### config.mk
export PLATFORM = sky130hd
export DESIGN_NAME = axis_pkt_arbiter_flat
export DESIGN_NICKNAME = d
export VERILOG_FILES = /design/src/rtl/axis_pkt_if.sv /design/src/rtl/axis_pkt_arbiter.sv /design/src/flat_wrapper.sv
export SDC_FILE = /design/constraint.sdc
export NUM_CORES = 1
export LEC_CHECK = 0
export ABC_AREA = 1
export CAP_MARGIN = 20
export CORE_UTILIZATION = 39
export CTS_CLUSTER_DIAMETER = 30
export DETAILED_ROUTE_END_ITERATION = 6
export PLACE_DENSITY = 0.8
export SKIP_LAST_GASP = 1
export SLEW_MARGIN = 0
export SYNTH_ARGS = -nofsm -noshare
export SYNTH_HDL_FRONTEND = slang
export SYNTH_SLANG_ARGS = --single-unit
### constraint.sdc
create_clock -name clk -period 2 [get_ports clk]
set_input_delay 0.3 -clock clk [delete_from_list [all_inputs] [get_ports clk]]
set_output_delay 0.3 -clock clk [all_outputs]
set_load 0.1 [all_outputs]
### src/rtl/axis_pkt_if.sv
// AXI-Stream bundle for the packet arbiter: N packed requester lanes plus one shared output.
// The master modport is the arbiter's view; slave is the sources/sink environment.
interface axis_pkt_if #(
   parameter int N  = 4,
   parameter int DW = 8,
   parameter int IW = 2
);
   logic [N*DW-1:0] s_tdata;
   logic [N-1:0]    s_tvalid;
   logic [N-1:0]    s_tlast;
   logic [N-1:0]    s_tready;
   logic [DW-1:0]   m_tdata;
   logic            m_tvalid;
   logic            m_tlast;
   logic [IW-1:0]   m_tid;
   logic            m_tready;

   modport master (
      input  s_tdata, s_tvalid, s_tlast, m_tready,
      output s_tready, m_tdata, m_tvalid, m_tlast, m_tid
   );

   modport slave (
      output s_tdata, s_tvalid, s_tlast, m_tready,
      input  s_tready, m_tdata, m_tvalid, m_tlast, m_tid
   );
endinterface

### src/rtl/axis_pkt_arbiter.sv
// Packet-granular round-robin arbiter: one grant is held from first beat to tlast,
// feeding a single registered AXI-Stream output tagged with the source index.
module axis_pkt_arbiter #(
   parameter int N  = 4,
   parameter int DW = 8,
   parameter int IW = 2
) (
   input  logic         clk,
   input  logic         rst_n,
   input  logic [N-1:0] port_en_i,
   output logic         busy_o,
   axis_pkt_if.master   bus
);
   typedef enum logic {IDLE = 1'b0, BUSY = 1'b1} state_t;

   state_t          state_q, state_d;
   logic [IW-1:0]   grant_q, grant_d;
   logic [IW-1:0]   last_grant_q, last_grant_d;
   logic [IW-1:0]   pick;
   logic            pick_vld;
   logic [N-1:0]    req;
   logic [N-1:0]    s_ready;
   logic            ready_ok;
   logic            accept;
   logic [DW-1:0]   m_tdata_q;
   logic            m_tvalid_q;
   logic            m_tlast_q;
   logic [IW-1:0]   m_tid_q;

   assign req = bus.s_tvalid & port_en_i;

   // Walk from farthest to nearest so the nearest requester after last_grant wins.
   always_comb begin : rr_pick
      int cand;
      cand     = 0;
      pick     = '0;
      pick_vld = 1'b0;
      for (int i = N; i >= 1; i--) begin
         cand = int'(last_grant_q) + i;
         if (cand >= N) cand = cand - N;
         if (req[cand]) begin
            pick     = IW'(cand);
            pick_vld = 1'b1;
         end
      end
   end

   // Ready depends only on registered state and m_tready, never on s_tvalid.
   assign ready_ok = !m_tvalid_q || bus.m_tready;
   assign accept   = (state_q == BUSY) && bus.s_tvalid[grant_q] && ready_ok;

   generate
      for (genvar gi = 0; gi < N; gi++) begin : g_ready
         assign s_ready[gi] = (state_q == BUSY) && (grant_q == IW'(gi)) && ready_ok;
      end
   endgenerate

   always_comb begin
      state_d      = state_q;
      grant_d      = grant_q;
      last_grant_d = last_grant_q;
      case (state_q)
         IDLE: begin
            if (pick_vld) begin
               grant_d = pick;
               state_d = BUSY;
            end
         end
         BUSY: begin
            if (accept && bus.s_tlast[grant_q]) begin
               state_d      = IDLE;
               last_grant_d = grant_q;
            end
         end
      endcase
   end

   always_ff @(posedge clk or negedge rst_n) begin
      if (!rst_n) begin
         state_q      <= IDLE;
         grant_q      <= '0;
         last_grant_q <= IW'(N - 1);
      end else begin
         state_q      <= state_d;
         grant_q      <= grant_d;
         last_grant_q <= last_grant_d;
      end
   end

   always_ff @(posedge clk or negedge rst_n) begin
      if (!rst_n) begin
         m_tdata_q  <= '0;
         m_tvalid_q <= 1'b0;
         m_tlast_q  <= 1'b0;
         m_tid_q    <= '0;
      end else if (accept) begin
         m_tdata_q  <= bus.s_tdata[grant_q*DW +: DW];
         m_tlast_q  <= bus.s_tlast[grant_q];
         m_tid_q    <= grant_q;
         m_tvalid_q <= 1'b1;
      end else if (bus.m_tready) begin
         m_tvalid_q <= 1'b0;
      end
   end

   assign bus.s_tready = s_ready;
   assign bus.m_tdata  = m_tdata_q;
   assign bus.m_tvalid = m_tvalid_q;
   assign bus.m_tlast  = m_tlast_q;
   assign bus.m_tid    = m_tid_q;
   assign busy_o       = (state_q == BUSY);
endmodule

### src/flat_wrapper.sv
// flat-port wrapper written by rule: the top's interface ports become plain ports
module axis_pkt_arbiter_flat 
#(
   parameter int N  = 4,
   parameter int DW = 8,
   parameter int IW = 2
)
  (clk, rst_n, port_en_i, busy_o, bus_s_tdata, bus_s_tvalid, bus_s_tlast, bus_m_tready, bus_s_tready, bus_m_tdata, bus_m_tvalid, bus_m_tlast, bus_m_tid);
  axis_pkt_if #(.N(N), .DW(DW), .IW(IW)) bus_i ();
  input  logic clk;
  input  logic rst_n;
  input  logic [N-1:0] port_en_i;
  output logic busy_o;
  input wire logic [$bits(bus_i.s_tdata)-1:0] bus_s_tdata;
  input wire logic [$bits(bus_i.s_tvalid)-1:0] bus_s_tvalid;
  input wire logic [$bits(bus_i.s_tlast)-1:0] bus_s_tlast;
  input wire logic [$bits(bus_i.m_tready)-1:0] bus_m_tready;
  output wire logic [$bits(bus_i.s_tready)-1:0] bus_s_tready;
  output wire logic [$bits(bus_i.m_tdata)-1:0] bus_m_tdata;
  output wire logic [$bits(bus_i.m_tvalid)-1:0] bus_m_tvalid;
  output wire logic [$bits(bus_i.m_tlast)-1:0] bus_m_tlast;
  output wire logic [$bits(bus_i.m_tid)-1:0] bus_m_tid;
  assign bus_i.s_tdata = bus_s_tdata;
  assign bus_i.s_tvalid = bus_s_tvalid;
  assign bus_i.s_tlast = bus_s_tlast;
  assign bus_i.m_tready = bus_m_tready;
  assign bus_s_tready = bus_i.s_tready;
  assign bus_m_tdata = bus_i.m_tdata;
  assign bus_m_tvalid = bus_i.m_tvalid;
  assign bus_m_tlast = bus_i.m_tlast;
  assign bus_m_tid = bus_i.m_tid;
  axis_pkt_arbiter #(.N(N), .DW(DW), .IW(IW)) u_core (.clk(clk), .rst_n(rst_n), .port_en_i(port_en_i), .busy_o(busy_o), .bus(bus_i));
endmodule
# After elaboration in Yosys (flattened, before gate mapping)
# Cells that the tools add are included.
# classes
n_reduce_logical	17
add_sub_neg	8
mux	33
order_cmp	9
n_bitwise	2
n_eq_ne	3
shift	1
# ops
cell	n
$ge A32 B4 Y1 const B	4
$lt A32 B4 Y1 const B	4
$mux W32	4
$sub A32 B4 Y32 const B	4
$shiftx A32 B6 Y8	1
$mux W1	18
$bmux W1 S2	6
$logic_and A1 B1 Y1	11
$mux W2	4
$add A2 B2 Y3 const B	2
$add A2 B3 Y4 const B	1
$and A4 B4 Y4	1
$eq A2 B2 Y1 const B	2
$reduce_and A2 Y1	2
$add A2 B1 Y3 const B	1
$lt A2 B3 Y1 const B	1
$eq A2 B1 Y1 const B	1
$logic_not A2 Y1	1
$pmux W1 S2	1
$reduce_bool A2 Y1	1
$logic_not A1 Y1	1
$logic_or A1 B1 Y1	1
$not A1 Y1	1
# totals
elab_cells	80
input_bits	47
output_inout_bits	17
ff_bits	17

# Logic depth before layout (Yosys ltp)
# Gate-level depths: netlist of the first run.
# depth
depth_word	12
depth_mapped	10

# Least setup slack after synthesis of the first run
# No wires, ideal clock.
# synth_timing
path_type	reg-to-output
startpoint	register u_core.state_q, in the netlist u_core.busy_o
endpoint	output bus_s_tready[0]
t_arrival_ns	3.317
path_stages_with_launch	5
setup_slack_ns	-1.617
cell_sequence	dfrtp_1 -> inv_1 -> nor2_1 -> inv_2 -> nor3_1
# synth_via
elab_chain_cells	2
# synth_lines
item	line_no	text
from (decl)	axis_pkt_arbiter.sv:16	state_t state_q, state_d;
from (signal assigned)	axis_pkt_arbiter.sv:84	state_q <= state_d;
$logic_and A1 B1 Y1 (2 in a row)	axis_pkt_arbiter.sv:54	assign s_ready[gi] = (state_q == BUSY) && (grant_q == IW'(gi)) && ready_ok;
to (decl)	flat_wrapper.sv:18	output wire logic [$bits(bus_i.s_tready)-1:0] bus_s_tready;
# Every way passes these cells.

# Worst setup path after layout of the first run
# layout_timing
startpoint	register u_core.m_tvalid_q, in the netlist u_core.bus.m_tvalid
endpoint	output bus_s_tready[0]
# layout_via
elab_chain_cells	3
# layout_lines
item	line_no	text
from (decl)	axis_pkt_arbiter.sv:26	logic m_tvalid_q;
from (signal assigned)	axis_pkt_arbiter.sv:93	m_tvalid_q <= 1'b0;
from (signal assigned)	axis_pkt_arbiter.sv:100	m_tvalid_q <= 1'b1;
from (signal assigned)	axis_pkt_arbiter.sv:102	m_tvalid_q <= 1'b0;
$logic_not A1 Y1	axis_pkt_arbiter.sv:49	assign ready_ok = !m_tvalid_q || bus.m_tready;
$logic_or A1 B1 Y1	axis_pkt_arbiter.sv:49	
$logic_and A1 B1 Y1	axis_pkt_arbiter.sv:54	
# Every way passes these cells.

==> results.json, run 1 <==
{
  "status": "finished with violations",
  "violations": "design-rule violations",
  "synth_edf_count": 0,
  "setup_viol": 0,
  "synth_area_leaders": "dfrtp_1 (31%), nand2_1 (29%), nand3_1 (7.0%)",
  "die_x_um": 57.70,
  "worst_pin_slew_ns": 0.4522,
  "drive_above_1_share_pct": 20.32,
  "io_buffers": 63,
  "synth_fp_nets": 228,
  "hpwl_um": 2759,
  "routed_via_density": 4.855,
  "skew_ns": 0.002277,
  "grt_max_degree": 15,
  "synth_area_um2": 1210,
  "utilization_pct": 69.43,
  "die_area_um2": 3329,
  "wire_per_inst_um": 11.86,
  "relSlewSlack_pct": 69.76,
  "hold_path.class": "input pin to async pin",
  "die_y_um": 57.70,
  "start_util_pct": 42.41,
  "antenna_found_initial": 0,
  "period_share_pct": 91.62,
  "track_usage_pct": 22.21,
  "ys_seq_area_share_pct": 35.37,
  "synthArstFlopShare_pct": 100.0,
  "place_congestion": 0.8445,
  "syn2layout_area_growth_pct": 63.70,
  "holdWs_ns": 0.3025,
  "max_cap_violations": 0,
  "grt_pass1_wl_um": 5789,
  "path_max_fanout": 5,
  "overflow": 0,
  "fillers": 248,
  "cts_setup_buffers": 0,
  "path_clk_slew_ns": 0.11,
  "timing.fmax_mhz": 545.7,
  "row_count": 19,
  "synth-seq-cells": 17,
  "required_ns": 1.70,
  "num_io_pins": 64,
  "num_antenna_cells": 0,
  "yosysWarningCount": 0,
  "ir_drop_mv": 0.8355,
  "setup.worst_path.start_class": "flip-flop",
  "syn_area_per_cell_um2": 6.685,
  "hold_buffers": 0,
  "critPathKind": "flip-flop to output port",
  "core_um2": 2853,
  "cts_max_path_buffers": 2,
  "drc": 2,
  "clk_latency_ns": 0.30,
  "htree_levels": 1,
  "cts_tree": "done",
  "synth.distinct_cells": 22,
  "leakagePower_nw": 0.9603,
  "fin_nets": 299,
  "clock_sinks": 17,
  "wirelength_um": 3345,
  "ant_nets": 0,
  "worstSetupEndpointType": "output port",
  "cellPowerDensity_nw_per_um2": 1856,
  "reg2reg_slack_ns": 0.39,
  "grt_pass1_vias": 1300,
  "synth_top_area_share_pct": 31.02,
  "final-hold-violation-count": 0,
  "cts_resized": 0,
  "synthFlopType": "dfrtp_1",
  "synth_cells": 181,
  "yosys.area.top_type": "dfrtp_1",
  "min_period_ns": 1.832,
  "drt-initial-drc-count": 45,
  "root_buffer": "clkbuf_4",
  "drtPass1Iterations": 6,
  "vias": 1369,
  "crit_arrival_ns": 1.53,
  "final_max_slew_viol_count": 0,
  "rsz0062_at_grt": "no",
  "cts_buffers": 3
}
-- cell usage after synthesis (2+ instances only) --
cell and instances:
nand2_1 92, nand3_1 17, dfrtp_1 15, nor2_1 11, a22oi_1 9, inv_2 7
o21ai_1 6, inv_1 4, nor3_1 3, a22oi_2 2, buf_6 2, dfstp_2 2
nor2_8 2
-- cell type report --
type / count / area, um^2 / area share, %
clock buffer: 3 / 22.52 / 1.137
clock inverter: 1 / 5.005 / 0.2527
inverter: 11 / 41.29 / 2.085
multi-input combinational: 149 / 747.0 / 37.71
sequential: 17 / 435.4 / 21.98
tap: 31 / 38.79 / 1.958
timing repair buffer: 70 / 690.7 / 34.87
-- cells by family (layout without fill, tap and decap cells) --
group	Yosys count	after routing	share of synthesized area [%]
AND/OR/NAND/NOR	129	129	46.02
AO/OA/AOI/OAI	20	20	12.31
flip-flops	17	17	35.37
buffers and inverters	15	85	6.308
-- cell usage in the layout (no fill, tap or decap), drive strengths merged, types with 7 or more instances in the layout --
master / n
nor2: 14
inv: 11
a22oi: 11
o21ai: 7
dfrtp: 15
buf: 24
nand3: 17
clkdlybuf4s50: 46
nand2: 93
-- state kept, by name, indices dropped and copies added, names as in the netlist --
name,count
u_core.bus.m_tlast,1
u_core.last_grant_q,2
u_core.bus.m_tid,2
u_core.grant_q,2
u_core.bus.m_tdata,8
u_core.busy_o,1
u_core.bus.m_tvalid,1
-- metal layers --
metal	GRT usage, %	up-vias	share of wire [%]
met4	7.143	0	1.9
met5	0	-	0
met3	2.679	6	5.0
met2	36.71	44	47
met1	30.39	595	46
li1	-	724	-
-- per-stage QoR --
step           power (mW)  setup slack [ns]  instance area, um^2  setup TNS, ns  std cells
6_report            3.676            0.1675                 1981              0        282
3_5_place_dp        3.493            0.2259                 1953              0        278
4_1_cts             3.688            0.1626                 1981              0        282
3_3_place_gp        3.463            0.2242                 1953              0        278
2_1_floorplan       2.792          -0.06459                 1259       -0.06459        181
5_1_grt             3.936           0.05858                 1981              0        282
-- power by group --
part / internal [mW] / switching, mW
clock: 0.0746 / 0.119
sequential: 0.528 / 0.158
combinational: 0.809 / 1.99
total: 1.41 / 2.26
-- path summary, 6_finish.rpt --
kind / startpoint / to / depth (start not counted)
max: u_core.bus.m_tvalid / bus_s_tready[0] / 6
min in group clk: u_core.bus.m_tdata[4] / u_core.bus.m_tdata[4] / 2
min reg2reg: u_core.bus.m_tdata[4] / u_core.bus.m_tdata[4] / 2
max in group asynchronous: rst_n / u_core.bus.m_tdata[1] / 2
min: rst_n / u_core.grant_q[0] / 1
max reg2reg: u_core.grant_q[1] / u_core.last_grant_q[1] / 8
-- critical path, stage by stage, from the launching register on --
cell     delay (ns)
dfrtp_4        0.49
inv_2          0.06
nor2_1         0.03
nor2_1         0.10
inv_2          0.12
nor3_4         0.23
buf_12         0.20
Power figures use the tool's default switching activity.
==> run 2, diff against run 1 <==
--- a/config.mk
+++ b/config.mk
@@ -7,10 +7,10 @@
 export LEC_CHECK = 0
 export ABC_AREA = 1
 export CAP_MARGIN = 20
-export CORE_UTILIZATION = 39
+export CORE_UTILIZATION = 42
 export CTS_CLUSTER_DIAMETER = 30
 export DETAILED_ROUTE_END_ITERATION = 6
-export PLACE_DENSITY = 0.8
+export PLACE_DENSITY = 0.95
 export SKIP_LAST_GASP = 1
 export SLEW_MARGIN = 0
 export SYNTH_ARGS = -nofsm -noshare
==> constraint.sdc (replaced) <==
create_clock -name clk -period 2.36 [get_ports clk]
set_input_delay 0.354 -clock clk [delete_from_list [all_inputs] [get_ports clk]]
set_output_delay 0.354 -clock clk [all_outputs]
set_load 0.1 [all_outputs]
==> run 2 against run 1 <==
Effect of this change: the run now ends clean; via count grew 4.0%; clock power decreased by 19%; total power is 18% lower; largest cell class unchanged; non-clock buffer count shrank 7; sequential power down 13%; global-route usage is 1.6 points higher; worst setup slack improved by 0.18 ns.
==> results.json, run 2 (synthesized netlist as in run 1, its figures left out) <==
{
  "status": "finished clean",
  "num_io_pins": 64,
  "wire_per_inst_um": 12.02,
  "final-hold-violation-count": 0,
  "power.internal_mw": 1.125,
  "grt_pass1_vias": 1438,
  "relSlewSlack_pct": 50.45,
  "endpoint": "bus_s_tready[1]",
  "root_buffer": "clkbuf_4",
  "setup_viol": 0,
  "hpwl_um": 2693,
  "num_antenna_cells": 0,
  "antenna_found_initial": 0,
  "routed_via_density": 5.178,
  "hold_buffers": 0,
  "cp-startpoint": "u_core.grant_q[0]",
  "io_buffers": 63,
  "rr_worst_depth": 7,
  "leakagePower_nw": 0.9268,
  "max_cap_violations": 0,
  "cts_resized": 0,
  "fin_setup_tns_ns": 0,
  "min_period_ns": 2.017,
  "cts_setup_buffers": 0,
  "path_clk_slew_ns": 0.10,
  "grt_pass1_wl_um": 5940,
  "required_ns": 2.01,
  "place_congestion": 0.8505,
  "ir_drop_mv": 1.374,
  "final_common_cell": "nand2_1",
  "cts_buffers": 3,
  "grt_max_degree": 18,
  "clk_latency_ns": 0.29,
  "vias": 1424,
  "clock_sinks": 17,
  "power_frac_comb_pct": 74.9,
  "p_clk_share_pct": 5.2,
  "final_max_slew_viol_count": 0,
  "drtPass1Iterations": 4,
  "worstReg2RegEnd": "u_core.bus.m_tdata[5]",
  "period_share_pct": 85.45,
  "utilization_pct": 70.30,
  "hold_path.class": "input pin to async pin",
  "die_area_um2": 3099,
  "cts_max_path_buffers": 2,
  "core_um2": 2734,
  "crit_arrival_ns": 1.66,
  "cellPowerDensity_nw_per_um2": 1573,
  "reg2reg_slack_ns": 0.37,
  "overflow": 0,
  "fin_nets": 292,
  "worstSetupEndpointType": "output port",
  "die_x_um": 55.67,
  "rsz0062_at_grt": "no",
  "drc": 0,
  "track_usage_pct": 23.80,
  "cts_tree": "done",
  "row_count": 19,
  "htree_levels": 1,
  "start_util_pct": 44.26,
  "critPathKind": "flip-flop to output port",
  "ant_nets": 0,
  "worst_pin_slew_ns": 0.7410,
  "r2r-start": "u_core.grant_q[0]",
  "switching_share_pct": 62.79,
  "p_switching_mw": 1.898,
  "path_max_fanout": 7,
  "skew_ns": 0.004483,
  "power_frac_seq_pct": 19.8,
  "die_y_um": 55.67,
  "drive_above_1_share_pct": 17.21,
  "syn2layout_area_growth_pct": 58.84,
  "timing.fmax_mhz": 495.9,
  "largest_reg_flops": 8,
  "setup.worst_path.start_class": "flip-flop",
  "layout_common_cells": "nand2_1 (92), clkdlybuf4s50_1 (46), nand3_1 (17)",
  "wirelength_um": 3306,
  "drt-initial-drc-count": 26
}
-- run 2: critical path, cell delays in order, from the launching register on --
cell     delay, ns
dfrtp_1       0.70
inv_2         0.21
nor3_4        0.26
buf_12        0.20
-- run 2: layer usage --
| metal | global-route usage [%] | share of wire (%) | up-vias |
|---|---|---|---|
| met4 | 7.857 | 1.6 | 0 |
| met1 | 28.81 | 39 | 639 |
| met2 | 42.86 | 52 | 62 |
| li1 | - | - | 716 |
| met3 | 3.721 | 7.0 | 7 |
| met5 | 0 | 0 | - |
-- run 2: worst min path at each step --
stage                            end  slack [ns]  depth (start not counted)
3_3_place_gp   u_core.bus.m_tdata[6]        0.46                          2
2_1_floorplan  u_core.bus.m_tdata[0]        0.06                          0
4_1_cts        u_core.bus.m_tdata[6]        0.49                          2
3_5_place_dp   u_core.bus.m_tdata[6]        0.46                          2
5_1_grt        u_core.bus.m_tdata[3]        0.50                          2
6_report         u_core.bus.m_tvalid        0.49                          1
-- run 2: per-stage QoR --
step                instance area, um^2  worst slack [ns]  hold slack [ns]  power, mW  instances
finish                             1922            0.3433           0.4870      3.024        275
global route                       1922            0.1572           0.5035      3.233        275
CTS                                1922            0.3394           0.4860      3.037        275
detailed placement                 1894            0.3690           0.4608      2.878        271
global placement                   1894            0.4278           0.4558      2.826        271
floorplan                          1252           0.04435          0.05841      2.354        181
-- run 2: power groups by stage --
stage                     clock [mW]  combinational (mW)  sequential, mW
after CTS                      0.159                2.28           0.599
final                          0.158                2.27           0.600
after global placement             0                2.23           0.600
after floorplan                    0                1.14            1.22
after detailed placement           0                2.27           0.604
after global routing           0.170                2.44           0.621
-- run 2: cell type report --
class | instances | area [um^2]
Sequential cell | 17 | 429.2
Clock buffer | 3 | 22.52
Inverter | 11 | 41.29
Fill cell | 225 | 812.0
Timing Repair Buffer | 63 | 638.1
Multi-Input combinational cell | 149 | 747.0
Clock inverter | 1 | 5.005
Tap cell | 31 | 38.79
==> run 3, diff against run 2 <==
--- a/config.mk
+++ b/config.mk
@@ -5,9 +5,8 @@
 export SDC_FILE = /design/constraint.sdc
 export NUM_CORES = 1
 export LEC_CHECK = 0
-export ABC_AREA = 1
 export CAP_MARGIN = 20
-export CORE_UTILIZATION = 42
+export CORE_UTILIZATION = 40
 export CTS_CLUSTER_DIAMETER = 30
 export DETAILED_ROUTE_END_ITERATION = 6
 export PLACE_DENSITY = 0.95
==> run 3 against run 2 <==
Effect of this change: fmax is 0.14% lower; worst setup slack worse by 0.0028 ns; routed wire length is 11% lower; global-route usage is 1.3 points lower; hold slack worse by 0.0012 ns; critical path depth is 2 higher; sequential cell count stayed put; synthesized cell count is 56% lower; area after synthesis is 13% lower.
==> results.json, run 3 <==
{
  "cts_resized": 0,
  "timing.fmax_mhz": 495.2,
  "path_max_fanout": 5,
  "clock_sinks": 17,
  "relSlewSlack_pct": 51.10,
  "critPathBufInv": 2,
  "hpwl_um": 2467,
  "ant_nets": 0,
  "die_y_um": 53.29,
  "yosysMostFrequentCell": "dfrtp_1",
  "grt_pass1_wl_um": 4471,
  "setup_viol": 0,
  "setup.worst_path.start_class": "input pin",
  "final-hold-violation-count": 0,
  "max_cap_violations": 0,
  "synthFlopType": "dfrtp_1",
  "rsz0062_at_grt": "no",
  "syn_area_per_cell_um2": 13.15,
  "start_util_pct": 42.47,
  "fin_setup_tns_ns": 0,
  "clk_latency_ns": 0.29,
  "final_common_cell": "clkdlybuf4s50_1",
  "cts_buffers": 3,
  "synth_commonest_cells": "dfrtp_1 (15), nand2_1 (13), mux2_4 (6), mux4_2 (6)",
  "drt-initial-drc-count": 15,
  "final_max_slew_viol_count": 0,
  "fin_cells": 174,
  "vias": 958,
  "ys_seq_area_share_pct": 40.67,
  "status": "finished clean",
  "critPathKind": "input pin to output port",
  "core_um2": 2477,
  "hold_path.class": "input pin to async pin",
  "overflow": 0,
  "grt_pass1_vias": 1012,
  "hold_buffers": 0,
  "cts_setup_buffers": 0,
  "largest_reg_flops": 8,
  "wirelength_um": 2958,
  "synth.distinct_cells": 29,
  "skew_ns": 0.004565,
  "min_period_ns": 2.020,
  "crit_arrival_ns": 1.67,
  "wire_per_inst_um": 17.00,
  "cts_max_path_buffers": 2,
  "num_antenna_cells": 0,
  "drive_above_1_share_pct": 31.94,
  "cpMaxStageDelayCell": "clkdlybuf4s50_1",
  "worst_pin_slew_ns": 0.7313,
  "die_area_um2": 2840,
  "yosysWarningCount": 0,
  "endpoint": "bus_s_tready[2]",
  "r2r-start": "u_core.grant_q[0]",
  "worstSetupEndpointType": "output port",
  "num_io_pins": 64,
  "antenna_found_initial": 0,
  "synth_top_area_share_pct": 35.67,
  "cp-startpoint": "bus_m_tready",
  "synthArstFlopShare_pct": 100.0,
  "syn2layout_area_growth_pct": 66.47,
  "synth-seq-cells": 17,
  "period_share_pct": 85.57,
  "cp_slowest_stage_delay_ns": 0.44,
  "synth_area_um2": 1052,
  "layout_common_cells": "clkdlybuf4s50_1 (46), buf_4 (15), nand2_1 (13), dfrtp_1 (13)",
  "worstReg2RegEnd": "u_core.bus.m_tdata[6]",
  "drc": 0,
  "synth_fp_nets": 127,
  "dp.cells": 170,
  "path_clk_slew_ns": 0.10,
  "track_usage_pct": 22.48,
  "fillers": 187,
  "cts_tree": "done",
  "required_ns": 2.01,
  "root_buffer": "clkbuf_4",
  "routed_via_density": 5.506,
  "io_buffers": 63,
  "cp_cell_sequence": "clkdlybuf4s50_1, nand2b_1, nand2_1, nor3_4, buf_12",
  "yosys.area.top_type": "dfrtp_1",
  "synth_edf_count": 0,
  "row_count": 18,
  "drtPass1Iterations": 4,
  "grt_max_degree": 18,
  "reg2reg_slack_ns": 0.51,
  "htree_levels": 1,
  "synth_cells": 80,
  "critPathTopFamily": "simple AND/OR/NAND/NOR gates",
  "place_congestion": 0.7194,
  "fin_nets": 192,
  "rr_worst_depth": 3,
  "die_x_um": 53.29,
  "crit_cells": 5,
  "synth_area_leaders": "dfrtp_1 (36%), mux4_2 (13%), mux4_1 (10%)"
}
==> run 3: cell types whose count changed in the layout (fill, tap and decap cells not counted), sizes merged, moves of 2 or more <==
cell	previous run	this run
nand2	93	13
a41oi	0	2
nor2	14	4
mux2	0	9
a22oi	11	0
inv	11	2
o21ai	7	3
buf	17	19
mux4	0	10
nand3	17	2
o2111ai	0	2
==> run 3: area by class of cell <==
cell class / count / area, um^2 / area share, %
clock buffers: 4 / 26.28 / 1.500
multi-input cells: 56 / 596.8 / 34.07
flip-flops and latches: 17 / 430.4 / 24.57
well taps: 30 / 37.54 / 2.143
inverters: 2 / 7.507 / 0.4286
repair buffers: 65 / 653.1 / 37.29
==> run 3: per-layer routing <==
metal / up-vias / routed length (um) / global-route usage, %
met3: 8 / 145 / 4.023
met4: 0 / 40 / 6.579
met5: - / 0 / 0
met1: 473 / 1134 / 25.67
met2: 32 / 1638 / 41.67
li1: 445 / - / -
==> run 3: worst min path at each step <==
stage,to,from,depth (start not counted),slack (ns)
finish,u_core.bus.m_tdata[2],rst_n,1,0.49
floorplan,u_core.bus.m_tdata[0],rst_n,0,0.06
global route,u_core.bus.m_tdata[2],rst_n,1,0.53
global placement,u_core.bus.m_tid[1],u_core.bus.m_tid[1],2,0.46
CTS,u_core.bus.m_tdata[2],rst_n,1,0.51
detailed placement,u_core.bus.m_tid[0],u_core.bus.m_tid[0],2,0.48
==> run 3: logic make-up (layout without fill, tap and decap cells) <==
kind of cell / count (synthesis) / after routing / share of synthesized area, %
flops: 17 / 17 / 40.67
simple gates: 24 / 24 / 10.23
mux: 20 / 20 / 35.55
compound gates: 12 / 12 / 8.324
buf+inv: 7 / 71 / 5.232
==> run 3: per-stage QoR <==
stage	worst slack, ns	instance area [um^2]	utilization [%]	hold slack (ns)
5_1_grt	0.2171	1752	70.71	0.5314
3_3_place_gp	0.2754	1725	69.65	0.4637
4_1_cts	0.3361	1752	70.71	0.5063
2_1_floorplan	0.1607	1082	-	0.05841
3_5_place_dp	0.1999	1725	69.65	0.4843
6_report	0.3404	1752	70.71	0.4858
Power of run 3 is not shown: default switching activity piles up to over one toggle a cycle in this logic, so the estimate is an artifact.
